### config.mk
export PLATFORM = sky130hd
export DESIGN_NAME = emboss_stream_ctrl_flat
export DESIGN_NICKNAME = d
export VERILOG_FILES = /design/src/rtl/emboss_stream_if.sv /design/src/rtl/emboss_stream_ctrl.sv /design/src/flat_wrapper.sv
export SDC_FILE = /design/constraint.sdc
export NUM_CORES = 2
export LEC_CHECK = 0
export ABC_CLOCK_PERIOD_IN_PS = 7300
export CORE_MARGIN = 1.5
export CORE_UTILIZATION = 40
export CTS_CLUSTER_SIZE = 8
export DETAILED_ROUTE_END_ITERATION = 12
export HOLD_SLACK_MARGIN = 0.15
export PLACE_DENSITY = 0.66
export SLEW_MARGIN = 20
export SYNTH_ARGS = -nofsm -noshare
export SYNTH_HDL_FRONTEND = slang
export SYNTH_SLANG_ARGS = --single-unit
### constraint.sdc
create_clock -name clk -period 7.3 [get_ports clk]
set_input_delay 0.73 -clock clk [delete_from_list [all_inputs] [get_ports clk]]
set_output_delay 0.73 -clock clk [all_outputs]
set_load 0.02 [all_outputs]
### src/rtl/emboss_stream_if.sv
// emboss_stream_if
//   Groups the pixel input stream and the embossed output stream of
//   emboss_stream_ctrl.
//
//   Both streams use the same valid/ready rule. A transfer happens on a rising
//   clock edge where valid and ready are both high. Once the sender raises
//   valid, it keeps valid and data stable until that transfer happens. ready
//   may change freely and may depend on valid.
//
//   Signals
//     s_valid, s_pix, s_ready : raster pixel stream into the controller
//     m_valid, m_pix, m_ready : embossed pixel stream out of the controller
//   Modports
//     slave  : controller side (consumes s_*, produces m_*)
//     master : environment side (produces s_*, consumes m_*)
interface emboss_stream_if;
    logic       s_valid;
    logic       s_ready;
    logic [7:0] s_pix;
    logic       m_valid;
    logic       m_ready;
    logic [7:0] m_pix;

    modport slave (
        input  s_valid, s_pix, m_ready,
        output s_ready, m_valid, m_pix
    );

    modport master (
        output s_valid, s_pix, m_ready,
        input  s_ready, m_valid, m_pix
    );
endinterface

### src/rtl/emboss_stream_ctrl.sv
// emboss_stream_ctrl
//   Frame sequencer for an external combinational emboss_core. It takes a
//   raster pixel stream and keeps two line buffers plus a 3x3 window. It shows
//   each window to the core on win and registers the core result onto the
//   output stream. Only interior pixels are emitted, which gives
//   (IMG_W-2)*(IMG_H-2) outputs per frame. done pulses for one cycle after the
//   last output handshake.
//
//   Optional feature macro: EMBOSS_BYPASS_EN. When it is defined, the bypass
//   input exists. With bypass=1 the output takes the window centre instead of
//   core_pix.
//
//   Ports
//     clk       : rising-edge clock
//     rst_n     : asynchronous active-low reset
//     start     : frame start request, only looked at in IDLE
//     st        : stream interface, slave side (s_valid/s_ready/s_pix in,
//                 m_valid/m_ready/m_pix out)
//     win       : {p00,p01,p02,p10,p11,p12,p20,p21,p22}, p00 in [71:64]
//     core_pix  : emboss_core result for the current win
//     busy      : high while a frame is being read in (RUN)
//     done      : one-cycle pulse after the last output handshake
//     bypass    : present only with EMBOSS_BYPASS_EN
//     dbg_state : current FSM state (0 IDLE, 1 RUN, 2 FLUSH, 3 DONE)
module emboss_stream_ctrl #(
    parameter int IMG_W = 256,
    parameter int IMG_H = 256
) (
    input  logic                  clk,
    input  logic                  rst_n,
    input  logic                  start,
    emboss_stream_if.slave        st,
    output logic [71:0]           win,
    input  logic [7:0]            core_pix,
    output logic                  busy,
    output logic                  done,
`ifdef EMBOSS_BYPASS_EN
    input  logic                  bypass,
`endif
    output logic [1:0]            dbg_state
);

    localparam int XW = $clog2(IMG_W);
    localparam int YW = $clog2(IMG_H);

    typedef enum logic [1:0] {
        S_IDLE  = 2'd0,
        S_RUN   = 2'd1,
        S_FLUSH = 2'd2,
        S_DONE  = 2'd3
    } state_t;

    state_t state, state_nxt;

    logic [XW-1:0] x;
    logic [YW-1:0] y;
    logic          accept;
    logic          x_last;
    logic          y_last;

    // Line buffers. lb1 holds row y-2 and lb0 holds row y-1.
    // They are not reset.
    logic [7:0] lb0 [IMG_W];
    logic [7:0] lb1 [IMG_W];

    // Registered window columns 0 and 1, each listed top/mid/bottom.
    logic [7:0] c0_t, c0_m, c0_b;
    logic [7:0] c1_t, c1_m, c1_b;
    // Column 2 is taken straight from the buffers and the incoming pixel.
    logic [7:0] c2_t, c2_m, c2_b;

    logic       m_valid_q;
    logic [7:0] m_pix_q;
    logic [7:0] out_sel;

    assign x_last = (x == XW'(IMG_W - 1));
    assign y_last = (y == YW'(IMG_H - 1));

    // Output register slot is free, or it empties on this same edge.
    assign st.s_ready = (state == S_RUN) && (!m_valid_q || st.m_ready);
    assign accept     = st.s_valid && st.s_ready;

    assign c2_t = lb1[x];
    assign c2_m = lb0[x];
    assign c2_b = st.s_pix;

    assign win = {c0_t, c1_t, c2_t, c0_m, c1_m, c2_m, c0_b, c1_b, c2_b};

`ifdef EMBOSS_BYPASS_EN
    assign out_sel = bypass ? c1_m : core_pix;
`else
    assign out_sel = core_pix;
`endif

    assign st.m_valid = m_valid_q;
    assign st.m_pix   = m_pix_q;
    assign busy       = (state == S_RUN);
    assign done       = (state == S_DONE);
    assign dbg_state  = state;

    // ---------------- FSM ----------------
    always_ff @(posedge clk or negedge rst_n) begin
        if (!rst_n) begin
            state <= S_IDLE;
        end else begin
            state <= state_nxt;
        end
    end

    always_comb begin
        state_nxt = state;
        case (state)
            S_IDLE:  if (start) state_nxt = S_RUN;
            S_RUN:   if (accept && x_last && y_last) state_nxt = S_FLUSH;
            // Wait until the final output leaves the register.
            S_FLUSH: if (!m_valid_q || st.m_ready) state_nxt = S_DONE;
            S_DONE:  state_nxt = S_IDLE;
            default: state_nxt = S_IDLE;
        endcase
    end

    // ---------------- raster counters ----------------
    always_ff @(posedge clk or negedge rst_n) begin
        if (!rst_n) begin
            x <= '0;
            y <= '0;
        end else if (state == S_IDLE && start) begin
            x <= '0;
            y <= '0;
        end else if (accept) begin
            if (x_last) begin
                x <= '0;
                y <= y_last ? '0 : y + YW'(1);
            end else begin
                x <= x + XW'(1);
            end
        end
    end

    // ---------------- line buffers ----------------
    always_ff @(posedge clk) begin
        if (accept) begin
            lb1[x] <= lb0[x];
            lb0[x] <= st.s_pix;
        end
    end

    // ---------------- window columns ----------------
    always_ff @(posedge clk or negedge rst_n) begin
        if (!rst_n) begin
            c0_t <= '0; c0_m <= '0; c0_b <= '0;
            c1_t <= '0; c1_m <= '0; c1_b <= '0;
        end else if (accept) begin
            c0_t <= c1_t; c0_m <= c1_m; c0_b <= c1_b;
            c1_t <= c2_t; c1_m <= c2_m; c1_b <= c2_b;
        end
    end

    // ---------------- output register ----------------
    // At x<2 the registered columns still hold the previous row's data.
    // Those windows are skipped.
    always_ff @(posedge clk or negedge rst_n) begin
        if (!rst_n) begin
            m_valid_q <= 1'b0;
            m_pix_q   <= '0;
        end else if (accept && (y >= YW'(2)) && (x >= XW'(2))) begin
            m_valid_q <= 1'b1;
            m_pix_q   <= out_sel;
        end else if (st.m_ready) begin
            m_valid_q <= 1'b0;
        end
    end

endmodule

### src/flat_wrapper.sv
// flat-port wrapper written by rule: the top's interface ports become plain ports
module emboss_stream_ctrl_flat 
#(
    parameter int IMG_W = 256,
    parameter int IMG_H = 256
)
  (clk, rst_n, start, win, core_pix, busy, done, dbg_state, st_s_valid, st_s_pix, st_m_ready, st_s_ready, st_m_valid, st_m_pix);
  emboss_stream_if st_i ();
  input  logic clk;
  input  logic rst_n;
  input  logic start;
  output logic [71:0] win;
  input  logic [7:0] core_pix;
  output logic busy;
  output logic done;
  output logic [1:0] dbg_state;
  input wire logic [$bits(st_i.s_valid)-1:0] st_s_valid;
  input wire logic [$bits(st_i.s_pix)-1:0] st_s_pix;
  input wire logic [$bits(st_i.m_ready)-1:0] st_m_ready;
  output wire logic [$bits(st_i.s_ready)-1:0] st_s_ready;
  output wire logic [$bits(st_i.m_valid)-1:0] st_m_valid;
  output wire logic [$bits(st_i.m_pix)-1:0] st_m_pix;
  assign st_i.s_valid = st_s_valid;
  assign st_i.s_pix = st_s_pix;
  assign st_i.m_ready = st_m_ready;
  assign st_s_ready = st_i.s_ready;
  assign st_m_valid = st_i.m_valid;
  assign st_m_pix = st_i.m_pix;
  emboss_stream_ctrl #(.IMG_W(IMG_W), .IMG_H(IMG_H)) u_core (.clk(clk), .rst_n(rst_n), .start(start), .st(st_i), .win(win), .core_pix(core_pix), .busy(busy), .done(done), .dbg_state(dbg_state));
endmodule
# Word level (Yosys, flattened, before mapping)
# Memory sizes are Yosys's and may differ from the RTL's.
# Index checks and enable logic that the tools add are counted.
[totals]
elab_cells = 55
register_bits = 75
n_memories = 2
output_inout_bits = 86
inputBits = 21
mem_bits_rw = 4096
[memory_table]
columns = ["memory", "depth", "width", "rd", "rd_clocked_by_memory_dff", "wr", "line_no", "text"]
rows = [
  ["u_core.lb0", 256, 8, 1, 0, 1, "emboss_stream_ctrl.sv:63", "logic [7:0] lb0 [IMG_W];"],
  ["u_core.lb1", 256, 8, 1, 0, 1, "emboss_stream_ctrl.sv:64", "logic [7:0] lb1 [IMG_W];"],
]
[op_classes]
n_mux = 15
reduce_logical = 15
add_sub_neg = 2
n_lt_le_gt_ge = 2
eq_ne = 8
[ops]
columns = ["cell", "count"]
rows = [
  ["$mux W8", 7],
  ["$add A8 B1 Y8 const B", 2],
  ["$eq A8 B8 Y1 const B", 2],
  ["$ge A8 B2 Y1 const B", 2],
  ["$pmux W2 S4", 1],
  ["$logic_and A1 B1 Y1", 7],
  ["$mux W2", 3],
  ["$reduce_bool A2 Y1", 3],
  ["$eq A2 B2 Y1 const B", 2],
  ["$mux W1", 4],
  ["$ne A2 B1 Y1 const B", 2],
  ["$reduce_and A3 Y1", 1],
  ["$eq A2 B1 Y1 const B", 1],
  ["$logic_not A2 Y1", 1],
  ["$ne A2 B2 Y1 const B", 1],
  ["$reduce_and A2 Y1", 1],
  ["$logic_not A1 Y1", 1],
  ["$logic_or A1 B1 Y1", 1],
]

# Logic depth before layout (Yosys ltp)
[depth]
depth_word = 8
ltp_mapped = 13
mapped_depth_nobuf = 9

# Worst setup path before layout
# OpenSTA, ideal clock, no wires.
[synth_timing]
kind = "register -> register"
startpoint = "reg u_core.x[1]"
endpoint = "reg u_core.c1_m[5]"
arrival_time_ns = 8.079
stages_incl_launch_ff = 12
n_path_buf = 4
path_slack_ns = -0.959
setup_time_ns = 0.180
path_cell_list = "dfrtp_1 > buf_2 > buf_6 > buf_2 > buf_1 > mux2i_1 > o22ai_1 > nor4_1 > o22ai_1 > nor4_1 > nand4_1 > mux2_2"
[synth_via]
elab_chain_cells = 1
[synth_rtl]
columns = ["element", "line_no", "text"]
rows = [
  ["from (decl)", "emboss_stream_ctrl.sv:55", "logic [XW-1:0] x;"],
  ["from (signal assigned)", "emboss_stream_ctrl.sv:135", "x <= x + XW'(1);"],
  ["$mem_v2 Z256 W8", "-", ""],
  ["net win[29]", "flat_wrapper.sv:12", "output logic [71:0] win;"],
  ["to (signal assigned)", "emboss_stream_ctrl.sv:152", "c1_t <= '0; c1_m <= '0; c1_b <= '0;"],
  ["to (signal assigned)", "emboss_stream_ctrl.sv:155", "c1_t <= c2_t; c1_m <= c2_m; c1_b <= c2_b;"],
  ["to (decl)", "emboss_stream_ctrl.sv:68", "logic [7:0] c1_t, c1_m, c1_b;"],
]
# The timed path passes the listed nets, and every way through them passes these cells.
# A chain may end at the register's enable or synchronous reset.

# Worst setup path after layout
[layout_timing]
startpoint = "reg u_core.x[2]"
endpoint = "out win[31]"
[layout_via]
elab_chain_cells = 1
[layout_rtl]
columns = ["element", "line_no"]
rows = [
  ["$mem_v2 Z256 W8", "-"],
  ["to (decl)", "flat_wrapper.sv:12"],
]
# No other way between the ends.

==> results.txt <==
The type of origin of the critical path is a flop. The fraction of final layout cells with drive strength greater than 1 is around 17%. The final count of hold timing violations was 0. The met1 wire length came out at between 150,000 and 200,000 um. The via count of the first global-routing pass came out at between 80k and 90k. between 100 and 150 I/O pins were placed. The met2 wire length came out at about 210,000 um. The number of standard-cell rows in the floorplan is 232. The commonest register cell after synthesis is sky130_fd_sc_hd__edfxtp_1. The die area came out at 405,000 um2. The maximum clock rate came out at 136 MHz. Setup repair after global routing left no endpoint under its margin. Setup total negative slack on the finished layout was measured at -0.0796 ns. The number of fillers in the final layout came out at approximately 32k. The total routing resource utilization after global routing is around a fifth. The net count after synthesis is 8,468. For the pin with the worst max-slew slack, the measured transition is around 1.3 ns. The post-synthesis register bit count came out at 4,171. The setup slack of the critical path after layout is -0.0796 ns. For this block, the initial DRC count from the detailed router was about 11k. The number of pins with negative max-slew slack in the final report is 0. The number of cells on the worst reg-to-reg path is 14. By instance count, the leading cell after synthesis is sky130_fd_sc_hd__edfxtp_1. The signal arrival time at the worst endpoint is 6.65 ns. Input and output buffers added on the ports amount to 106. The utilization after layout is a little under half.

The highest metal layer used by the detailed router is met5. The post-synthesis cell area is 160,000 um2. Of all cell types, the one taking the most synthesized area is sky130_fd_sc_hd__edfxtp_1.

After detailed routing, the average wire length per cell comes to slightly above 30 um. VDD sags by at most 0.000494 V. The worst clock skew came out at 0.0648 ns. The HPWL after detailed placement is 251,000 um. The routed layout has 86.1k vias.

The final reports fail on setup timing. The TritonCTS sink count came out at 4,171. The core area came out at 399,000 um2. The total setup violations reported at the end of the flow is 1. The post-CTS setup buffer count is 0. Sorting the synthesized cells by area gives the leading types as sky130_fd_sc_hd__edfxtp_1 77%, sky130_fd_sc_hd__mux2i_1 9.3%, sky130_fd_sc_hd__mux4_2 3.9%, sky130_fd_sc_hd__o22ai_1 3.1%, sky130_fd_sc_hd__dfrtp_1 1.2%. The final weighted congestion in routability-driven placement came out at 0.867. The minimum clock period after layout is 7.38 ns.

During synthesis, Yosys emitted a total of 0 warnings. The count of nets left with antenna violations after detail routing is 0. The clock-pin slew of the registers on the worst-case setup and hold paths came out at 0.05 ns. Summed over all layers, the routed wires come to 442,000 um. The post-synthesis sequential area ratio came out at 77.9%. Clock latency on the worst-skew pair, taken at its later pin, is 1.06 ns. After synthesis, the mean cell area works out to between 15 and 20 um2. The top cell type by area accounts for 76.7% of the synthesized area.

The remaining max-slew budget at the tightest pin came out at about 14%. STA classifies the critical path endpoint as an output port. The run finished, with violations left. The total power per unit cell area came out at 382 nW/um2. Across the run, the number of max-cap violations was 0. The height of the die came out at approximately 640 um. The period utilization came out at 101%. The worst setup path is of the flop to output port kind. The number of antenna violations at the first check in global routing came out at 17.

The layout overhead on the synthesized area is 16.2%. By count the netlist is led by 4,096 x sky130_fd_sc_hd__edfxtp_1, 1,488 x sky130_fd_sc_hd__mux2i_1, 791 x sky130_fd_sc_hd__o22ai_1. The H-tree depth came out at 6. CTS placed an instance of sky130_fd_sc_hd__clkbuf_16 at the clock tree root. The depth of the worst hold-timing path is 1.

The final layout contains about 9.1k nets. The TritonCTS buffer count is 591. The wire length of the first global-routing pass came out at 622,000 um. The total grt overflow came out at 0. Entering global routing, the biggest net connects 178 pins. Counting every instance in the synthesized netlist gives between 8k and 9k.

The die width came out at 636 um. The number of design rule violations left after detail routing came out at 0. The kind of path behind the tightest hold check is input pin to flop. The detailed-router iteration count before antenna repair is 8. The total length of routed met3 wires is 41,900 um. The leakage component of the power is 58.9 nW.

TritonCTS built the clock tree. For this configuration, the core starts out at a cell density of about two fifths. The largest buffer count on any clock path came out at 4.

The data required time at the worst endpoint is 6.57 ns. The proportion of register bits with asynchronous set or reset after synthesis is 1.80%. The number of flops mapped to enable cells by yosys is 4,096. The unique cell type count in the Yosys netlist came out at 67.

The peak fanout along the critical path is 60. The number of vias per cell is 5.94.
logic make-up after synthesis:
| kind of cell | Yosys count | share of synthesized area, % |
|---|---|---|
| xor gates and xnor gates | 9 | 0.0492 |
| muxes | 1799 | 13.5 |
| adders and majority gates | 11 | 0.0859 |
| DFF | 4171 | 77.9 |
| buffers and inverters | 535 | 1.67 |
| and+or+nand+nor | 874 | 2.62 |
| AOI/OAI and AO/OA | 1037 | 4.19 |
path summary, 6_finish.rpt:
kind	slack, ns	startpoint	endpoint
setup / recovery	-0.08	u_core.x[2]	win[31]
hold / removal	0.19	st_s_pix[6]	u_core.lb0[86][6]
setup reg to reg	1.03	u_core.x[1]	u_core.c1_m[3]
hold reg to reg	0.47	u_core.c0_b[4]	u_core.c0_b[4]
max in group asynchronous	5.84	rst_n	u_core.x[1]
min in group asynchronous	0.24	rst_n	u_core.c0_t[4]
report_power, final:
group          switching [mW]  internal [mW]
combinational            11.3           5.55
clock                    9.56           14.8
sequential              0.192           29.8
total                    21.1           50.1
through the flow:
step	power [mW]	instance area (um2)	setup WS [ns]	hold WS, ns	instances
5_1_grt	73.0	186000	0.0475	0.185	14495
6_report	71.1	186000	-0.0796	0.194	14502
3_5_place_dp	47.1	170000	0.815	0.462	13782
3_3_place_gp	46.7	170000	0.909	0.459	13781
2_1_floorplan	41.4	161000	-0.789	0.434	8436
4_1_cts	71.3	186000	0.107	0.170	14494
state kept, by name, summed over array words and instances (netlist names), 2 cells and up:
signal and count:
u_core.lb1 2048, u_core.c0_t 8, u_core.dbg_state 2, u_core.lb0 2048, u_core.c1_t 8, u_core.y 8
u_core.c0_b 8, u_core.c0_m 8, u_core.c1_m 8, u_core.x 8, u_core.st.m_pix 8, u_core.c1_b 8
cell type report:
cell class	instances	area (um2)	share of cell area [%]
antenna	8	20.0	0.0108
clock buffer	669	15500	8.31
sequential	4171	125000	67.1
multi-input combinational	3731	33000	17.7
inverter	10	37.5	0.0202
clock inverter	40	669	0.360
tap	5265	6590	3.54
timing repair buffer	608	5560	2.99
layout by cell type (no fill, tap or decap), types with 6 or more instances in the layout:
master,instances
sky130_fd_sc_hd__diode_2,8
sky130_fd_sc_hd__buf_12,55
sky130_fd_sc_hd__o21ai_0,39
sky130_fd_sc_hd__clkdlybuf4s50_1,95
sky130_fd_sc_hd__buf_4,447
sky130_fd_sc_hd__o22ai_1,791
sky130_fd_sc_hd__a22oi_1,118
sky130_fd_sc_hd__nand3_1,25
sky130_fd_sc_hd__mux2_2,22
sky130_fd_sc_hd__nor2_4,6
sky130_fd_sc_hd__nor2_1,269
sky130_fd_sc_hd__o31ai_1,17
sky130_fd_sc_hd__nand4_1,19
sky130_fd_sc_hd__and3_1,18
sky130_fd_sc_hd__nor4_2,15
sky130_fd_sc_hd__nor3_1,162
sky130_fd_sc_hd__ha_1,11
sky130_fd_sc_hd__dfrtp_1,69
sky130_fd_sc_hd__nor4_1,119
sky130_fd_sc_hd__mux2_4,7
sky130_fd_sc_hd__inv_6,13
sky130_fd_sc_hd__inv_16,9
sky130_fd_sc_hd__and2_1,8
sky130_fd_sc_hd__o311ai_1,13
sky130_fd_sc_hd__edfxtp_1,4096
sky130_fd_sc_hd__clkbuf_1,60
sky130_fd_sc_hd__a21oi_1,9
sky130_fd_sc_hd__clkbuf_16,609
sky130_fd_sc_hd__buf_8,8
sky130_fd_sc_hd__nand3_2,6
sky130_fd_sc_hd__nand2_1,186
sky130_fd_sc_hd__nor2b_1,9
sky130_fd_sc_hd__a22o_1,6
sky130_fd_sc_hd__a211oi_1,7
sky130_fd_sc_hd__inv_1,7
sky130_fd_sc_hd__mux2i_1,1488
sky130_fd_sc_hd__clkinv_8,12
sky130_fd_sc_hd__clkinv_16,6
sky130_fd_sc_hd__a31oi_1,6
sky130_fd_sc_hd__mux4_2,279
worst max-delay path, cell delays in order (launching register included):
cell                              delay (ns)
sky130_fd_sc_hd__dfrtp_4                0.80
sky130_fd_sc_hd__or3b_4                 0.80
sky130_fd_sc_hd__buf_12                 0.38
sky130_fd_sc_hd__o22ai_1                0.31
sky130_fd_sc_hd__nor4_1                 0.44
sky130_fd_sc_hd__o22ai_1                0.42
sky130_fd_sc_hd__nor4_1                 1.09
sky130_fd_sc_hd__buf_4                  0.26
sky130_fd_sc_hd__nand4_1                0.12
sky130_fd_sc_hd__buf_4                  0.20
sky130_fd_sc_hd__clkdlybuf4s50_1        0.74
timing repair:
action	CTS	global route
resized for setup	1	0
hold buffers	2	0
endpoints found under the setup margin	1	0
hold endpoints to repair	70	0
metal layers:
metal | global-route usage, % | vias up
met5 | 0 | -
met4 | 9.11 | 4
met3 | 3.90 | 883
met2 | 34.0 | 4904
met1 | 28.3 | 44723
li1 | - | 35626
Note: power is estimated with default switching activity, not from simulation.
